<file path="src/rtl/m_instrgen_pkg.sv">
// Shared definitions for the midgetv self-test instruction generator:
// RV32I major opcodes, LFSR feedback mask and generator state encoding.
package m_instrgen_pkg;

    localparam logic [6:0] OPC_LOAD      = 7'b0000011;
    localparam logic [6:0] OPC_STORE     = 7'b0100011;
    localparam logic [6:0] OPC_OP_IMM    = 7'b0010011;
    localparam logic [6:0] OPC_OP        = 7'b0110011;
    localparam logic [6:0] OPC_LUI       = 7'b0110111;
    localparam logic [6:0] OPC_AUIPC     = 7'b0010111;
    localparam logic [6:0] OPC_JAL       = 7'b1101111;
    localparam logic [6:0] OPC_JALR      = 7'b1100111;
    localparam logic [6:0] OPC_BRANCH    = 7'b1100011;
    localparam logic [6:0] OPC_MISC_MEM  = 7'b0001111;
    localparam logic [6:0] OPC_SYSTEM    = 7'b1110011;
    localparam logic [6:0] OPC_ILL_IMM32 = 7'b0011011;

    localparam logic [31:0] LFSR_MASK = 32'h80200003;

    typedef enum logic [1:0] {
        S_IDLE,
        S_GEN,
        S_HOLD,
        S_DONE
    } state_t;

    // Galois step: shift right, fold the mask in when a one falls off the end.
    function automatic logic [31:0] lfsr_step(input logic [31:0] v);
        return {1'b0, v[31:1]} ^ (v[0] ? LFSR_MASK : '0);
    endfunction

endpackage

</file>
<file path="src/rtl/m_instrgen_enc.sv">
// Combinational encoder: turns a random word into an RV32I instruction that is
// guaranteed legal, or guaranteed illegal, under full decode.
module m_instrgen_enc
    import m_instrgen_pkg::*;
#(
    parameter int MULDIV = 0
) (
    input  logic [31:0] r,
    input  logic        want_illegal,
    output logic [31:0] word
);

    logic [31:0] legal;

    always_comb begin
        legal = r;
        case (r[3:0])
            4'd0: begin
                legal[6:0] = OPC_LOAD;
                case (r[14:12])
                    3'b011:  legal[14:12] = 3'b010;
                    3'b110:  legal[14:12] = 3'b100;
                    3'b111:  legal[14:12] = 3'b101;
                    default: ;
                endcase
            end
            4'd1: begin
                legal[6:0]   = OPC_STORE;
                legal[14:12] = (r[13:12] == 2'b11) ? 3'b010 : {1'b0, r[13:12]};
            end
            4'd3: begin
                legal[6:0]   = OPC_OP;
                legal[31:25] = '0;
                if (r[14:12] == 3'b000 || r[14:12] == 3'b101)
                    legal[30] = r[30];
                if (MULDIV != 0 && r[25])
                    legal[31:25] = 7'b0000001;
            end
            4'd4: legal[6:0] = OPC_LUI;
            4'd5: legal[6:0] = OPC_AUIPC;
            4'd6: legal[6:0] = OPC_JAL;
            4'd7: begin
                legal[6:0]   = OPC_JALR;
                legal[14:12] = '0;
            end
            4'd8: begin
                legal[6:0] = OPC_BRANCH;
                if (r[14:13] == 2'b01)
                    legal[14:12] = {2'b00, r[12]};
            end
            4'd9: begin
                legal[6:0]   = OPC_MISC_MEM;
                legal[14:12] = {2'b00, r[12]};
            end
            4'd10: begin
                legal[6:0]   = OPC_SYSTEM;
                legal[31:20] = 12'h340;
                if (r[14:12] == 3'b000)
                    legal[14:12] = 3'b001;
                else if (r[14:12] == 3'b100)
                    legal[14:12] = 3'b010;
            end
            default: begin
                legal[6:0] = OPC_OP_IMM;
                if (r[14:12] == 3'b001)
                    legal[31:25] = '0;
                else if (r[14:12] == 3'b101)
                    legal[31:25] = {1'b0, r[30], 5'b00000};
            end
        endcase
    end

    always_comb begin
        word = r;
        if (!want_illegal) begin
            word = legal;
        end else begin
            case (r[5:4])
                2'b00: word = {legal[31:2], 2'b00};
                2'b01: word[6:0] = OPC_ILL_IMM32;
                2'b10: begin
                    word[6:0]   = OPC_OP;
                    word[31:25] = 7'b0000010;
                end
                default: begin
                    word[6:0]   = OPC_SYSTEM;
                    word[14:12] = 3'b000;
                    word[11:7]  = 5'b00001;
                    word[19:15] = 5'b00000;
                end
            endcase
        end
    end

endmodule

</file>
<file path="src/rtl/m_instrgen.sv">
// Burst controller for the self-test instruction generator: LFSR, FSM,
// word counters and the registered valid/ready output stage.
module m_instrgen
    import m_instrgen_pkg::*;
#(
    parameter int          MULDIV = 0,
    parameter logic [31:0] SEED   = 32'h00000001
) (
    input  logic        CLK,
    input  logic        RESET_I,
    input  logic        start,
    input  logic [15:0] count,
    input  logic        want_illegal,
    output logic        o_valid,
    input  logic        o_ready,
    output logic [31:0] o_instr,
    output logic        o_expect_illegal,
    output logic        busy,
    output logic        done,
    output logic [15:0] n_emitted
);

    state_t      state;
    logic [31:0] lfsr;
    logic [31:0] lfsr_nxt;
    logic [31:0] enc_word;
    logic [15:0] remaining;

    assign lfsr_nxt = lfsr_step(lfsr);

    m_instrgen_enc #(.MULDIV(MULDIV)) u_enc (
        .r            (lfsr_nxt),
        .want_illegal (o_expect_illegal),
        .word         (enc_word)
    );

    always_ff @(posedge CLK or posedge RESET_I) begin
        if (RESET_I) begin
            state            <= S_IDLE;
            lfsr             <= SEED;
            remaining        <= '0;
            o_valid          <= 1'b0;
            o_instr          <= '0;
            o_expect_illegal <= 1'b0;
            busy             <= 1'b0;
            done             <= 1'b0;
            n_emitted        <= '0;
        end else begin
            done <= 1'b0;
            case (state)
                S_IDLE: begin
                    if (start) begin
                        busy      <= 1'b1;
                        n_emitted <= '0;
                        if (count == '0) begin
                            done  <= 1'b1;
                            state <= S_DONE;
                        end else begin
                            remaining        <= count;
                            o_expect_illegal <= want_illegal;
                            state            <= S_GEN;
                        end
                    end
                end
                S_GEN: begin
                    lfsr    <= lfsr_nxt;
                    o_instr <= enc_word;
                    o_valid <= 1'b1;
                    state   <= S_HOLD;
                end
                S_HOLD: begin
                    if (o_ready) begin
                        o_valid   <= 1'b0;
                        n_emitted <= n_emitted + 16'd1;
                        remaining <= remaining - 16'd1;
                        if (remaining == 16'd1) begin
                            done  <= 1'b1;
                            state <= S_DONE;
                        end else begin
                            state <= S_GEN;
                        end
                    end
                end
                default: begin
                    busy  <= 1'b0;
                    state <= S_IDLE;
                end
            endcase
        end
    end

endmodule

</file>
<file path="config.mk">
export PLATFORM = sky130hd
export DESIGN_NAME = m_instrgen
export DESIGN_NICKNAME = d
export VERILOG_FILES = /design/src/rtl/m_instrgen_pkg.sv /design/src/rtl/m_instrgen_enc.sv /design/src/rtl/m_instrgen.sv
export SDC_FILE = /design/constraint.sdc
export NUM_CORES = 1
export LEC_CHECK = 0
export CAP_MARGIN = 20
export CORE_ASPECT_RATIO = 0.7
export CORE_MARGIN = 1
export CORE_UTILIZATION = 50
export CTS_BUF_LIST = sky130_fd_sc_hd__clkbuf_16
export CTS_CLUSTER_DIAMETER = 60
export DETAILED_ROUTE_END_ITERATION = 12
export PLACE_DENSITY_LB_ADDON = 0.15
export SYNTH_ARGS = -nofsm -noshare
export SYNTH_HDL_FRONTEND = slang
export SYNTH_SLANG_ARGS = --single-unit
</file>
<file path="constraint.sdc">
create_clock -name CLK -period 5.3 [get_ports CLK]
set_input_delay 0.53 -clock CLK [delete_from_list [all_inputs] [get_ports CLK]]
set_output_delay 0.53 -clock CLK [all_outputs]
set_load 0.02 [all_outputs]
</file>
**Word-level counts from Yosys, hierarchy flattened**

Cells that the tools add are included.

- Add/sub/neg operators: 2
- Multipliers: 0
- Divide/modulo/power cells: 0
- Order comparisons: 0
- Equal/unequal tests: 25
- Shifts and indexed selects: 0
- Muxes and demuxes: 39
- Bitwise operators: 3
- Reduce and logical (&&, ||, !) cells: 17

Operators with widths:

| operator | number |
|---|---|
| $mux W16 | 5 |
| $pmux W7 S10 | 1 |
| $mux W32 | 2 |
| $pmux W16 S2 | 2 |
| $pmux W7 S3 | 2 |
| $xor A31 B32 Y32 | 1 |
| $pmux W13 S2 | 1 |
| $pmux W3 S6 | 1 |
| $add A16 B1 Y16 const B | 1 |
| $eq A16 B1 Y1 const B | 1 |
| $eq A4 B3 Y1 const B | 4 |
| $logic_not A16 Y1 | 1 |
| $sub A16 B1 Y16 const B | 1 |
| $mux W7 | 2 |
| $pmux W7 S2 | 1 |
| $eq A3 B3 Y1 const B | 4 |
| $eq A4 B4 Y1 const B | 3 |
| $mux W2 | 5 |
| $mux W5 | 2 |
| $mux W3 | 3 |
| $pmux W3 S3 | 1 |
| $reduce_or A8 Y1 | 1 |
| $mux W1 | 7 |
| $eq A2 B1 Y1 const B | 3 |
| other kinds (18) | 31 |

- Register bits: 102
- Latch bits: 0
- RAM bits: 0
- Bits in read-only memories: 0
- Input bits: 21
- Memories kept: 0

**Longest topological paths before layout**

Gate-level depths: netlist of run 1.

- Depth after elaboration: 8
- Depth in mapped cells: 8
- Mapped depth without buffers: 7

**Modules after synthesis**

A second synthesis of run 1 with hierarchy kept.

- Cells, all modules: 523
- Area, all modules: 5527.8 um^2

By module, submodules not included:

| module | instances | cells each | area each (um^2) | seq. area each (um^2) |
|---|---|---|---|---|
| m_instrgen | 1 | 404 | 4808.4 | 2553.7 |
| m_instrgen_enc | 1 | 119 | 719.4 | 0.0 |

**Worst setup path before layout of run 1**

OpenSTA, ideal clock, no wires.

- Path type: register to register
- From: register remaining[7]
- To: register remaining[14]
- Setup time: 0.126 ns
- Data arrival time: 1.822 ns
- Path slack: 3.353 ns
- Stages on the path, launching flop included: 6
- Buffers on the path: 0
- Clock period less this slack: 1.947 ns
- Path through: dfrtp_1 > or4_4 > or3_4 > nor4_2 > a2bb2oi_1 > nand3_1

- Longest elaborated chain between the ends: 3

Ends and longest elaborated chain:

| what | line | text |
|---|---|---|
| start: declaration | m_instrgen.sv:27 | `logic [15:0] remaining;` |
| start signal: assignment | m_instrgen.sv:59 | `remaining <= count;` |
| start signal: assignment | m_instrgen.sv:75 | `remaining <= remaining - 16'd1;` |
| $sub A16 B1 Y16 | m_instrgen.sv:75 |  |
| $mux W16 | m_instrgen.sv:72 | `if (o_ready) begin` |
| $pmux W16 S2 | m_instrgen.sv:50 | `case (state)` |

Every way passes these cells. The select of a mux whose other input is x is not followed.
A chain may end at the register's enable or synchronous reset.

**Final worst setup path of run 1**

- From: register state[0]
- To: register remaining[14]

- Longest elaborated chain between the ends: 3
- Elaborated cells between the ends (all ways): 8

Ends and longest elaborated chain:

| what | line | text |
|---|---|---|
| start: declaration | m_instrgen.sv:23 | `state_t state;` |
| start signal: assignment | m_instrgen.sv:39 | `state <= S_IDLE;` |
| start signal: assignment | m_instrgen.sv:57 | `state <= S_DONE;` |
| start signal: assignment | m_instrgen.sv:61 | `state <= S_GEN;` |
| $eq A2 B2 Y1 or $logic_not A2 Y1 (tied branches) | m_instrgen.sv:50 |  |
| $ne A2 B2 Y1 (no line) or $reduce_bool A2 Y1 (tied branches) | - |  |
| $reduce_and A4 Y1 (no line) | - |  |

Several ways; a longest one is shown, not always the timed one.

==> impl_metrics.json, run 1 <==
{
  "yosysUniqueCellTypes": 65,
  "clock_latency_ns": 0.35,
  "cts_buffers": 9,
  "powerDensity_nw_per_um2": 622,
  "drtIter0Drc": 398,
  "drv_slew": 0,
  "synth-simple-area-share": 0.179,
  "port_buffers": 72,
  "setup_slack_ns": 2.78,
  "gp_congestion": 0.892,
  "fin_skew_ns": 0.00479,
  "coreArea_um2": 9910,
  "status": "finished, final reports clean",
  "path_clk_slew_ns": 0.07,
  "start_util": 0.527,
  "grt_start_max_net_pins": 65,
  "ys_ff_latch": 101,
  "rows": 30,
  "p_leak_uw": 0.00268,
  "grt_usage": 0.244,
  "hold_viol_final": 0,
  "finalSetupViolCount": 0,
  "relSlewSlack": 0.367,
  "required_ns": 5.59,
  "seq_area_frac_synth": 0.484,
  "synth_compound_area_frac": 0.182,
  "wl_per_cell_um": 17.2,
  "synth-xor-area-share": 0.0302,
  "fmax_ghz": 0.397,
  "area_growth_pct": 21.5,
  "path_max_fanout": 27,
  "diodes": 0,
  "grt_pass1_vias": 3957,
  "place_ws_ns": 2.44,
  "cts_hold_buffers": 0,
  "drc_errors": 0,
  "drtAntennaViolNets": 0,
  "endpoint_kind": "flip-flop",
  "post_cts_buffers": 0,
  "vias": 4317,
  "die_w_um": 124,
  "cts-root-buf": "clkbuf_16",
  "peakVddDrop_uv": 298,
  "cts_tree": "yes",
  "drtPass1Iterations": 5,
  "syn_nets": 562,
  "cp-start-kind": "flip-flop",
  "min_path_type": "flip-flop to flip-flop",
  "mappedNetlistArea_um2": 5220,
  "worstMarginPinSlew_ns": 0.941,
  "dieArea_um2": 10900,
  "dp_hpwl_um": 8410,
  "utilization": 0.640,
  "overflow": 0,
  "ys_warn_count": 0,
  "io-pin-count": 73,
  "synth_edf_count": 0,
  "maxCapViolations": 0,
  "synth_fa_ha_area_frac": 0.0264,
  "period_share": 0.475,
  "antenna_found_initial": 0,
  "synth_top_family_by_area": "compound AO/OA/AOI/OAI gates",
  "path_class": "flip-flop to flip-flop",
  "cts.sinks": 101,
  "totalWireLength_um": 12300,
  "fin_total_pwr_uw": 3940,
  "grt_pass1_wl_um": 20200,
  "period_needed_ns": 2.52,
  "die_height_um": 87.5,
  "drive_above_1_share": 0.100,
  "synth_mux_area_frac": 0.0511,
  "final_area_um2": 6340,
  "async_flop_share": 1.00,
  "cts_resized": 0,
  "fin_setup_tns_ns": 0,
  "rsz0062_at_grt": "false",
  "synth_flop_cell": "dfrtp_1",
  "avgSynthCellArea_um2": 9.85,
  "viasPerCell": 6.03,
  "place_area_um2": 5990,
  "netlist_instances": 530,
  "nNetsFinal": 615,
  "cts_buffer_depth": 2,
  "arrival_ns": 2.80,
  "cts-htree-levels": 3
}
[cell usage in the layout (no fill, tap or decap), types with 8 or more instances in the layout]
cell type / instances
nand2b_1: 8
clkbuf_16: 9
o21ai_0: 40
dfrtp_1: 100
nor2_1: 38
ha_1: 10
inv_1: 26
a21oi_1: 26
nor4_1: 8
mux2_2: 21
nand2_1: 44
nand3_1: 14
o22ai_1: 13
xnor2_1: 11
a22o_1: 16
clkdlybuf4s50_1: 72
[metrics by stage]
step	hold slack, ns	cells
2_1_floorplan	0.449	530
3_3_place_gp	0.466	699
3_5_place_dp	0.473	699
4_1_cts	0.489	715
5_1_grt	0.529	716
6_report	0.480	716
[registers in the layout (all words and copies together) (netlist names)]
register	count
lfsr	32
busy	1
done	1
o_expect_illegal	1
n_emitted	16
remaining	16
o_instr	31
state	2
o_valid	1
[logic make-up (layout without fill, tap and decap cells)]
kind of cell,after synthesis,after routing
AOI/OAI and AO/OA,143,143
buffers and inverters,62,120
muxes,24,24
xor gates and xnor gates,18,18
DFF,101,101
and+or+nand+nor,171,171
adders and majority gates,11,11
[routing by layer]
layer,global-route usage,vias to the layer above,share of wire
met3,0.0615,14,0.065
met4,0.0606,0,0.012
li1,-,2030,-
met5,0,-,0
met1,0.368,2115,0.49
met2,0.346,158,0.43
[worst paths after layout]
check                                     startpoint                         to  slack (ns)  cells past startpoint
max in group asynchronous                    RESET_I           busy$_DFFE_PP0P_        3.61                      3
worst max register to register  state[0]$_DFFE_PP0P_  remaining[14]$_DFFE_PP0P_        2.78                      8
min in group asynchronous                    RESET_I   n_emitted[7]$_DFFE_PP0P_        0.70                      2
worst min-delay path             lfsr[7]$_DFFE_PP0P_        lfsr[6]$_DFFE_PP0P_        0.48                      2
worst min register to register   lfsr[7]$_DFFE_PP0P_        lfsr[6]$_DFFE_PP0P_        0.48                      2
worst max-delay path            state[0]$_DFFE_PP0P_  remaining[14]$_DFFE_PP0P_        2.78                      8
[critical path: stages, from the launching register on]
cell and delay [ns]:
dfrtp_1 0.41, inv_1 0.08, ha_1 0.35, buf_16 0.23
nand2b_1 0.14, nand2_1 0.15, nor4_1 0.80, nand2_1 0.17
nand3_1 0.12
[cells in the mapped netlist, types with 6 or more instances]
cell | instances | area [µm²]
dfrtp_1 | 100 | 2500
nand2_1 | 44 | 165
o21ai_0 | 40 | 200
nor2_1 | 38 | 143
clkbuf_1 | 28 | 105
inv_1 | 27 | 101
a21oi_1 | 26 | 130
mux2_2 | 21 | 236
a22o_1 | 16 | 140
nand3_1 | 14 | 70.1
o22ai_1 | 13 | 81.3
ha_1 | 11 | 138
xnor2_1 | 11 | 96.3
nand2b_1 | 8 | 50.1
nor4_1 | 8 | 50.1
and3_1 | 7 | 43.8
xor2_1 | 7 | 61.3
nand4_1 | 6 | 37.5
nor2b_1 | 6 | 37.5
nor3_1 | 6 | 30.0
nor3b_1 | 6 | 45.0
o2bb2ai_1 | 6 | 52.6
[power by group]
part / internal (µW) / switching (µW)
clock network: 416 / 301
registers: 1080 / 358
logic: 799 / 987
[cell type report]
class	instances	area, µm²
flip-flops and latches	101	2530
clock buffers	9	225
well taps	128	160
fillers	820	3570
inverters	28	108
repair buffers	76	771
clock inverters	7	98.8
multi-input cells	367	2450
No activity file was read; power rests on OpenSTA's default activity.
==> inputs of run 2 (changes only) <==
clock period = 2.55 ns   (was 5.3 ns; I/O delays follow)
==> run 2 against run 1 <==
  * Utilization rose by 1.0 points
  * Critical path type unchanged
  * Fmax grew 5.6%
  * Total power grew 110%
  * Clock skew grew 0.00078 ns
  * Largest cell class unchanged
  * Sequential share of layout area decreased by 0.64 points
  * Clock-buffer cell count is the same
  * Largest power group unchanged
  * Global-route usage grew 1.1 points
==> impl_metrics.json, run 2 (same netlist as run 1, synthesis figures left out) <==
{
  "status": "finished, final reports clean",
  "final_area_um2": 6450,
  "drtIter0Drc": 397,
  "overflow": 0,
  "required_ns": 2.78,
  "fin_skew_ns": 0.00557,
  "vias": 4272,
  "cts.sinks": 101,
  "regArea_um2": 2530,
  "peakVddDrop_uv": 606,
  "rsz0062_at_grt": "false",
  "cts_buffer_depth": 2,
  "period_needed_ns": 2.38,
  "drc_errors": 0,
  "cts_buffers": 9,
  "dp_hpwl_um": 8720,
  "relSlewSlack": 0.514,
  "setup_slack_ns": 0.166,
  "path_class": "flip-flop to flip-flop",
  "period_share": 0.935,
  "gp_congestion": 0.874,
  "coreArea_um2": 9910,
  "post_cts_buffers": 0,
  "drtAntennaViolNets": 0,
  "final_common_cell": "dfrtp_1",
  "grt_pass1_vias": 4094,
  "place_ws_ns": 0.220,
  "cts_resized": 0,
  "dieArea_um2": 10900,
  "top_regs": "lfsr: 32 flops, o_instr: 31 flops",
  "fin_setup_tns_ns": 0,
  "p_leak_uw": 0.00274,
  "path_clk_slew_ns": 0.07,
  "wl_per_cell_um": 17.2,
  "nNetsFinal": 630,
  "cts-root-buf": "clkbuf_16",
  "cts-htree-levels": 3,
  "io-pin-count": 73,
  "totalWireLength_um": 12600,
  "path_max_fanout": 19,
  "die_w_um": 124,
  "start_util": 0.527,
  "hold_ws_ns": 0.279,
  "cp-start-kind": "flip-flop",
  "drive_above_1_share": 0.121,
  "grt_pass1_wl_um": 21000,
  "largest_register_ffs": 32,
  "multiInputGateArea_um2": 2450,
  "worstMarginPinSlew_ns": 0.727,
  "fillers": 843,
  "place_area_um2": 6130,
  "maxCapViolations": 0,
  "rows": 30,
  "finalSetupViolCount": 0,
  "drtPass1Iterations": 5,
  "cts_tree": "yes",
  "diodes": 0,
  "clock_latency_ns": 0.35,
  "final_cell_mix": "dfrtp_1, clkdlybuf4s50_1, nand2_1",
  "drv_slew": 0,
  "hold_viol_final": 0,
  "area_growth_pct": 23.5,
  "cts_hold_buffers": 0,
  "viasPerCell": 5.84,
  "endpoint_kind": "flip-flop",
  "arrival_ns": 2.62,
  "min_path_type": "input port to async pin",
  "grt_start_max_net_pins": 65,
  "powerDensity_nw_per_um2": 1300,
  "die_height_um": 87.5,
  "fin_total_pwr_uw": 8360,
  "antenna_found_initial": 0,
  "port_buffers": 72,
  "grt_usage": 0.255,
  "top_register": "lfsr",
  "fmax_ghz": 0.419
}
## run 2: cell count changes in the layout (fill, tap and decap cells not counted)
cell and change:
buf_4 +15, clkinv_4 -2, clkinvlp_4 +2, buf_12 +1
buf_16 -1, clkinv_1 +1, clkinv_2 -1, inv_4 -1
inv_6 +1
## run 2: stage by stage
| step | instances | util |
|---|---|---|
| after global placement | 715 | 0.618 |
| after floorplan | 530 | - |
| final | 731 | 0.651 |
| after detailed placement | 715 | 0.618 |
| after CTS | 731 | 0.651 |
| after global routing | 731 | 0.651 |
## run 2: area by class of cell
cell class / instances / area share
clock buffer: 9 / 0.0349
inverter: 28 / 0.0169
timing repair buffer: 91 / 0.136
tap: 128 / 0.0248
sequential: 101 / 0.392
clock inverter: 7 / 0.0149
multi-input combinational: 367 / 0.380
## run 2: worst max-delay path, cell delays in order (launching register included)
cell and delay, ns:
dfstp_2 0.79, xnor2_1 0.15, a211oi_1 0.46, o21ai_0 0.24, and3_1 0.30, a221o_1 0.32
## run 2: path summary, 6_finish.rpt
| check | from | end | slack (ns) | cells past startpoint |
|---|---|---|---|---|
| worst max-delay path | lfsr[0]$_DFFE_PP1P_ | o_instr[28]$_DFFE_PP0P_ | 0.17 | 5 |
| worst min-delay path | RESET_I | o_instr[20]$_DFFE_PP0P_ | 0.28 | 2 |
| worst max register to register | lfsr[0]$_DFFE_PP1P_ | o_instr[28]$_DFFE_PP0P_ | 0.17 | 5 |
| worst min register to register | o_instr[21]$_DFFE_PP0P_ | o_instr[21]$_DFFE_PP0P_ | 0.49 | 2 |
| max in group asynchronous | RESET_I | remaining[1]$_DFFE_PP0P_ | 1.44 | 3 |
| min in group CLK | o_instr[21]$_DFFE_PP0P_ | o_instr[21]$_DFFE_PP0P_ | 0.49 | 2 |
## run 2: metal layers
| metal | part of all wire | wire (µm) | vias to the layer above | track usage |
|---|---|---|---|---|
| li1 | - | - | 2057 | - |
| met1 | 0.51 | 6350 | 2059 | 0.387 |
| met2 | 0.42 | 5280 | 144 | 0.353 |
| met3 | 0.065 | 822 | 12 | 0.0713 |
| met4 | 0.0095 | 119 | 0 | 0.0606 |
| met5 | 0 | 0 | - | 0 |
## run 2: power by group
| group | switching, µW | internal [µW] | total, µW |
|---|---|---|---|
| clock network | 637 | 864 | 1500 |
| registers | 665 | 2250 | 2910 |
| logic | 2160 | 1790 | 3950 |
| total | 3460 | 4900 | 8360 |
